`src/rtl/core_pkg.sv`:
```
// Fetch-path constants and the FIFO entry layout shared by the PC, PC+4 and IF/ID stages.
// No logic of its own.
package core_pkg;
    localparam int PC_W    = 32;
    localparam int INSTR_W = 32;

    localparam logic [PC_W-1:0] PC_RESET = 32'h0;
    localparam logic [PC_W-1:0] PC_STEP  = 32'd4;

    typedef struct packed {
        logic [PC_W-1:0]    pc;
        logic [INSTR_W-1:0] instr;
    } fetch_entry_t;

    function automatic logic [PC_W-1:0] pc_next(input logic [PC_W-1:0] pc);
        return pc + PC_STEP;
    endfunction
endpackage

```
`src/rtl/fetch_fifo.sv`:
```
// Circular queue of DEPTH entries; head is read combinationally, writes land one edge later.
// No internal backpressure: the caller guarantees push never hits a full queue.
module fetch_fifo #(
    parameter int DEPTH = 4,
    parameter int WIDTH = 64
) (
    input  logic                         clk,
    input  logic                         rst,
    input  logic                         clear,
    input  logic                         push,
    input  logic [WIDTH-1:0]             wr_data,
    input  logic                         pop,
    output logic [WIDTH-1:0]             rd_data,
    output logic [$clog2(DEPTH+1)-1:0]   count
);
    localparam int AW = $clog2(DEPTH);
    localparam int CW = $clog2(DEPTH+1);
    localparam logic [AW-1:0] PTR_ONE = AW'(1);
    localparam logic [CW-1:0] CNT_ONE = CW'(1);

    logic [WIDTH-1:0] mem [DEPTH];
    logic [AW-1:0]    wr_ptr;
    logic [AW-1:0]    rd_ptr;

    always_ff @(posedge clk or negedge rst) begin
        if (!rst) begin
            for (int i = 0; i < DEPTH; i++) begin
                mem[i] <= '0;
            end
        end else if (push && !clear) begin
            mem[wr_ptr] <= wr_data;
        end
    end

    // Clear wins over push/pop; pointers wrap naturally since DEPTH is a power of two.
    always_ff @(posedge clk or negedge rst) begin
        if (!rst) begin
            wr_ptr <= '0;
            rd_ptr <= '0;
            count  <= '0;
        end else if (clear) begin
            wr_ptr <= '0;
            rd_ptr <= '0;
            count  <= '0;
        end else begin
            if (push) begin
                wr_ptr <= wr_ptr + PTR_ONE;
            end
            if (pop) begin
                rd_ptr <= rd_ptr + PTR_ONE;
            end
            case ({push, pop})
                2'b10:   count <= count + CNT_ONE;
                2'b01:   count <= count - CNT_ONE;
                default: count <= count;
            endcase
        end
    end

    assign rd_data = mem[rd_ptr];
endmodule

```
`src/rtl/if_id_buffer.sv`:
```
// Pairs each sync-ROM word with its PC, queues it and hands it to decode; 2 cycles request-to-decode.
// if_stall is a registered credit (queued + in-flight >= DEPTH); flush drops everything in flight.
module if_id_buffer
    import core_pkg::*;
#(
    parameter int DEPTH = 4
) (
    input  logic                clk,
    input  logic                rst,
    input  logic                if_req_valid,
    input  logic [PC_W-1:0]     if_pc,
    input  logic [INSTR_W-1:0]  rom_instr,
    output logic                if_stall,
    input  logic                flush,
    output logic                id_valid,
    input  logic                id_ready,
    output logic [PC_W-1:0]     id_pc,
    output logic [INSTR_W-1:0]  id_instr,
    output logic [PC_W-1:0]     id_pc_plus4
);
    localparam int CW = $clog2(DEPTH+1);
    localparam logic [CW:0] DEPTH_C = (CW+1)'(DEPTH);

    logic              inflight_v;
    logic [PC_W-1:0]   inflight_pc;
    logic [CW-1:0]     count;
    logic [CW:0]       occupancy;
    logic              accept;
    logic              push;
    logic              pop;
    fetch_entry_t      wr_entry;
    fetch_entry_t      rd_entry;

    // Only registered state feeds the credit, so id_ready/flush never reach the PC enable.
    assign occupancy = {1'b0, count} + {{CW{1'b0}}, inflight_v};
    assign if_stall  = (occupancy >= DEPTH_C);

    assign accept = if_req_valid && !if_stall && !flush;
    assign push   = inflight_v && !flush;
    assign pop    = id_valid && id_ready && !flush;

    always_ff @(posedge clk or negedge rst) begin
        if (!rst) begin
            inflight_v  <= 1'b0;
            inflight_pc <= PC_RESET;
        end else begin
            inflight_v <= accept;
            if (accept) begin
                inflight_pc <= if_pc;
            end
        end
    end

    assign wr_entry.pc    = inflight_pc;
    assign wr_entry.instr = rom_instr;

    fetch_fifo #(
        .DEPTH (DEPTH),
        .WIDTH ($bits(fetch_entry_t))
    ) u_fifo (
        .clk     (clk),
        .rst     (rst),
        .clear   (flush),
        .push    (push),
        .wr_data (wr_entry),
        .pop     (pop),
        .rd_data (rd_entry),
        .count   (count)
    );

    assign id_valid    = (count != '0);
    assign id_pc       = rd_entry.pc;
    assign id_instr    = rd_entry.instr;
    assign id_pc_plus4 = pc_next(rd_entry.pc);
endmodule

```
`config.mk`:
```
export PLATFORM = sky130hd
export DESIGN_NAME = if_id_buffer
export DESIGN_NICKNAME = d
export VERILOG_FILES = /design/src/rtl/core_pkg.sv /design/src/rtl/fetch_fifo.sv /design/src/rtl/if_id_buffer.sv
export SDC_FILE = /design/constraint.sdc
export NUM_CORES = 1
export LEC_CHECK = 0
export CORE_MARGIN = 8
export CORE_UTILIZATION = 40
export CTS_CLUSTER_SIZE = 25
export DETAILED_ROUTE_END_ITERATION = 6
export PLACE_DENSITY = 0.61
export SLEW_MARGIN = 20
export SYNTH_ARGS = -nofsm -noshare
export SYNTH_HDL_FRONTEND = slang
export SYNTH_SLANG_ARGS = --single-unit
```
`constraint.sdc`:
```
create_clock -name clk -period 2.35 [get_ports clk]
set_clock_uncertainty 0.05 [all_clocks]
set_input_delay 0.235 -clock clk [delete_from_list [all_inputs] [get_ports clk]]
set_output_delay 0.235 -clock clk [all_outputs]
set_load 0.01 [all_outputs]
```
==> impl_metrics.env <==
export IMPL_grt_max_degree=69
export IMPL_p_leak_uw=0.00869
export IMPL_synth_seq_cells=296
export IMPL_routed_wl_mm=31.9
export IMPL_critical_path_top_delay_family="simple AND/OR/NAND/NOR gates"
export IMPL_post_drt_wl_per_cell_um=19.7
export IMPL_grt_pass1_wl_mm=50.4
export IMPL_placed_cells=1522
export IMPL_crit_path_end_kind="output pin"
export IMPL_whs_ns=0.211
export IMPL_rows=66
export IMPL_synth_nets=962
export IMPL_worst_pin_slew_ns=0.752
export IMPL_detail_route_vias_per_cell=5.04
export IMPL_critPathKind="reg -> out"
export IMPL_dp_hpwl_mm=20.3
export IMPL_grt_pass1_vias=8852
export IMPL_overflow=0
export IMPL_synthToLayoutAreaGrowth_pct=33.6
export IMPL_antennaDiodeCount=0
export IMPL_violations="setup timing"
export IMPL_stdcell_count=1621
export IMPL_ioPinCount=167
export IMPL_post_route_drc_count=0
export IMPL_cts_tree="built"
export IMPL_cp_arrival_ns=2.90
export IMPL_nFillCells=2781
export IMPL_clk_pin_slew_ns=0.06
export IMPL_synth_distinct_cells=35
export IMPL_synthFlopType="dfrtp_1"
export IMPL_required_ns=2.07
export IMPL_yosysMostFrequentCell="dfrtp_1"
export IMPL_syn_inst=887
export IMPL_clk_insertion_delay_late_ns=0.50
export IMPL_die_area_um2=39200
export IMPL_antenna_found_initial=1
export IMPL_hold_class="in -> reg"
export IMPL_netlist_area_leader_share_pct=56.0
export IMPL_synth_edff_count=0
export IMPL_ant_nets=0
export IMPL_cts_buffers_inserted=34
export IMPL_power_density_nw_per_um2=1190
export IMPL_synth_area_leaders="dfrtp_1, mux2_2, mux4_2"
export IMPL_tns_ns=-27.01
export IMPL_slew_viol_final=0
export IMPL_startpoint_type="register"
export IMPL_initial_core_util_pct=40.7
export IMPL_timing_final_crit_share_pct=136
export IMPL_cts_sinks=296
export IMPL_async_reset_ff_share_pct=100
export IMPL_cts_buffer_depth=3
export IMPL_synth_area_per_cell_um2=14.9
export IMPL_finalHoldViolCount=0
export IMPL_netlist_area_um2=13200
export IMPL_yosysSeqAreaShare_pct=56.0
export IMPL_die_y_um=198
export IMPL_max_freq_mhz=314
export IMPL_yosysWarnings=0
export IMPL_slew_limit_headroom_pct=49.8
export IMPL_grtUsageTotal_pct=16.1
export IMPL_place_gp_congestion=0.722
export IMPL_drtIter0Drc=304
export IMPL_synth_common_cells="dfrtp_1, mux2_2, nand2_1, mux4_2, clkbuf_1"
export IMPL_synth_top_cell_by_area="dfrtp_1"
export IMPL_path_buf_inv=3
export IMPL_finalWorstSetupSlack_ns=-0.839
export IMPL_nets=1230
export IMPL_drt_first_pass_iters=4
export IMPL_core_um2=32500
export IMPL_vdd_ir_drop_max_uv=579
export IMPL_critical_path_slowest_cell="dfrtp_4"
export IMPL_final_core_util_pct=54.3
export IMPL_rsz0062_at_grt="true"
export IMPL_cp_slowest_stage_delay_ns=0.51
export IMPL_fin_crit_ns=3.19
export IMPL_h_tree_depth=2
export IMPL_crit_path_max_fanout=5
export IMPL_setup_violations=91
export IMPL_die_x_um=198
export IMPL_vias=8174
export IMPL_cts_root_buf="clkbuf_16"
export IMPL_path_cells="buf_6 -> mux4_2 -> ha_4 -> nand3_4 -> or3_4 -> buf_4 -> nor3_4 -> xnor2_2 -> buf_2"
export IMPL_io_buffers=166
export IMPL_drive_above_1_share_pct=49.1
export IMPL_rrSetupSlack_ns=0.30
export IMPL_status="complete, but fails checks"
export IMPL_cap_violations=0
registers in the layout (all words and copies together) (netlist names):
signal and flops:
u_fifo.rd_ptr 2, inflight_v 1, inflight_pc 32, u_fifo.mem 256
u_fifo.wr_ptr 2, u_fifo.count 3
final timing paths:
| path | endpoint | start | depth (start not counted) |
|---|---|---|---|
| max | id_pc_plus4[24] | u_fifo.rd_ptr[0] | 9 |
| min | inflight_pc[12] | if_pc[12] | 3 |
| max reg2reg | u_fifo.count[2] | u_fifo.count[0] | 7 |
| min reg2reg | u_fifo.mem[17] | u_fifo.mem[17] | 1 |
| max in group asynchronous | u_fifo.mem[95] | rst | 4 |
| min in group asynchronous | inflight_pc[9] | rst | 2 |
cells by family (layout without fill, tap and decap cells):
family,count (synthesis),in the layout,synth area share (%)
simple gates,162,162,5.77
mux,322,322,32.8
fa+ha+maj,6,6,0.624
xor+xnor,34,34,2.25
flops,296,296,56.0
buf+inv,65,357,2.43
compound gates,2,2,0.123
area by class of cell:
type,instances,area (µm²),share of cell area [%]
flip-flops and latches,296,7410,41.9
well taps,442,553,3.13
repair buffers,286,2740,15.5
clock inverters,8,92.6,0.524
multi-input cells,526,5770,32.7
clock buffers,52,1060,6.01
inverters,11,41.3,0.234
per-stage QoR:
step / instance area (µm²) / power [µW] / setup slack (ns)
after floorplan: 13300 / 11800 / -0.129
after global placement: 16100 / 15800 / -0.737
after detailed placement: 16100 / 16000 / -0.776
after CTS: 17400 / 21200 / -0.821
after global routing: 17700 / 22200 / -0.938
final: 17700 / 21000 / -0.839
report_power, final:
group | internal [µW] | switching (µW) | total (µW) | leakage [µW]
sequential | 6760 | 1030 | 7790 | 0.00386
combinational | 4570 | 3290 | 7860 | 0.00425
clock | 3330 | 2040 | 5370 | 0.000570
per-layer routing:
metal  share of wire [%]  wire length [µm]  up-vias  track usage (%)
met3                 5.3              1690       55             4.07
met5               0.028                 9        -                0
met2                  49             15500      146             27.0
met4                 2.1               656        2             4.23
li1                    -                 -     3717                -
met1                  44             14000     4254             20.7
worst reg2reg max path: cells and delay by family, from the launching register on:
kind	cells	cell delay, ns
adders and majority gates	1	0.38
AOI/OAI and AO/OA	1	0.32
DFF	1	0.45
and+or+nand+nor	4	0.61
xor gates and xnor gates	1	0.12
repair_timing:
| item | in CTS | in global routing |
|---|---|---|
| gates resized for setup | 155 | 110 |
| setup buffers | 21 | 17 |
| endpoints found under the setup margin | 96 | 95 |
| hold endpoints to repair | 60 | 0 |
| hold buffers | 1 | 0 |
| cloned | 0 | 1 |
| pin swaps | 13 | 19 |
cells in the final DEF (no fill, tap or decap), types with 2 or more instances in the layout:
| master | instances |
|---|---|
| dlygate4sd2_1 | 17 |
| clkbuf_16 | 38 |
| nand4_4 | 2 |
| nor2_2 | 2 |
| nor3_4 | 6 |
| inv_1 | 11 |
| ha_1 | 4 |
| nand3_1 | 6 |
| nand4_1 | 6 |
| dlymetal6s2s_1 | 26 |
| xnor2_2 | 3 |
| buf_4 | 83 |
| buf_12 | 14 |
| buf_6 | 18 |
| mux2i_1 | 2 |
| clkbuf_8 | 8 |
| dfrtp_1 | 294 |
| nor4_4 | 5 |
| nor2_4 | 6 |
| bufinv_16 | 2 |
| nand2_1 | 104 |
| clkinv_2 | 5 |
| clkdlybuf4s50_1 | 78 |
| mux2_2 | 256 |
| or3_4 | 2 |
| xnor2_1 | 11 |
| mux4_2 | 64 |
| buf_2 | 27 |
| clkdlybuf4s15_2 | 5 |
| xor2_1 | 19 |
| nor2_1 | 7 |
| clkbuf_1 | 7 |
| nand2_4 | 4 |
| buf_8 | 5 |
| clkbuf_2 | 10 |
| or3_1 | 2 |
Power figures use the tool's default switching activity.
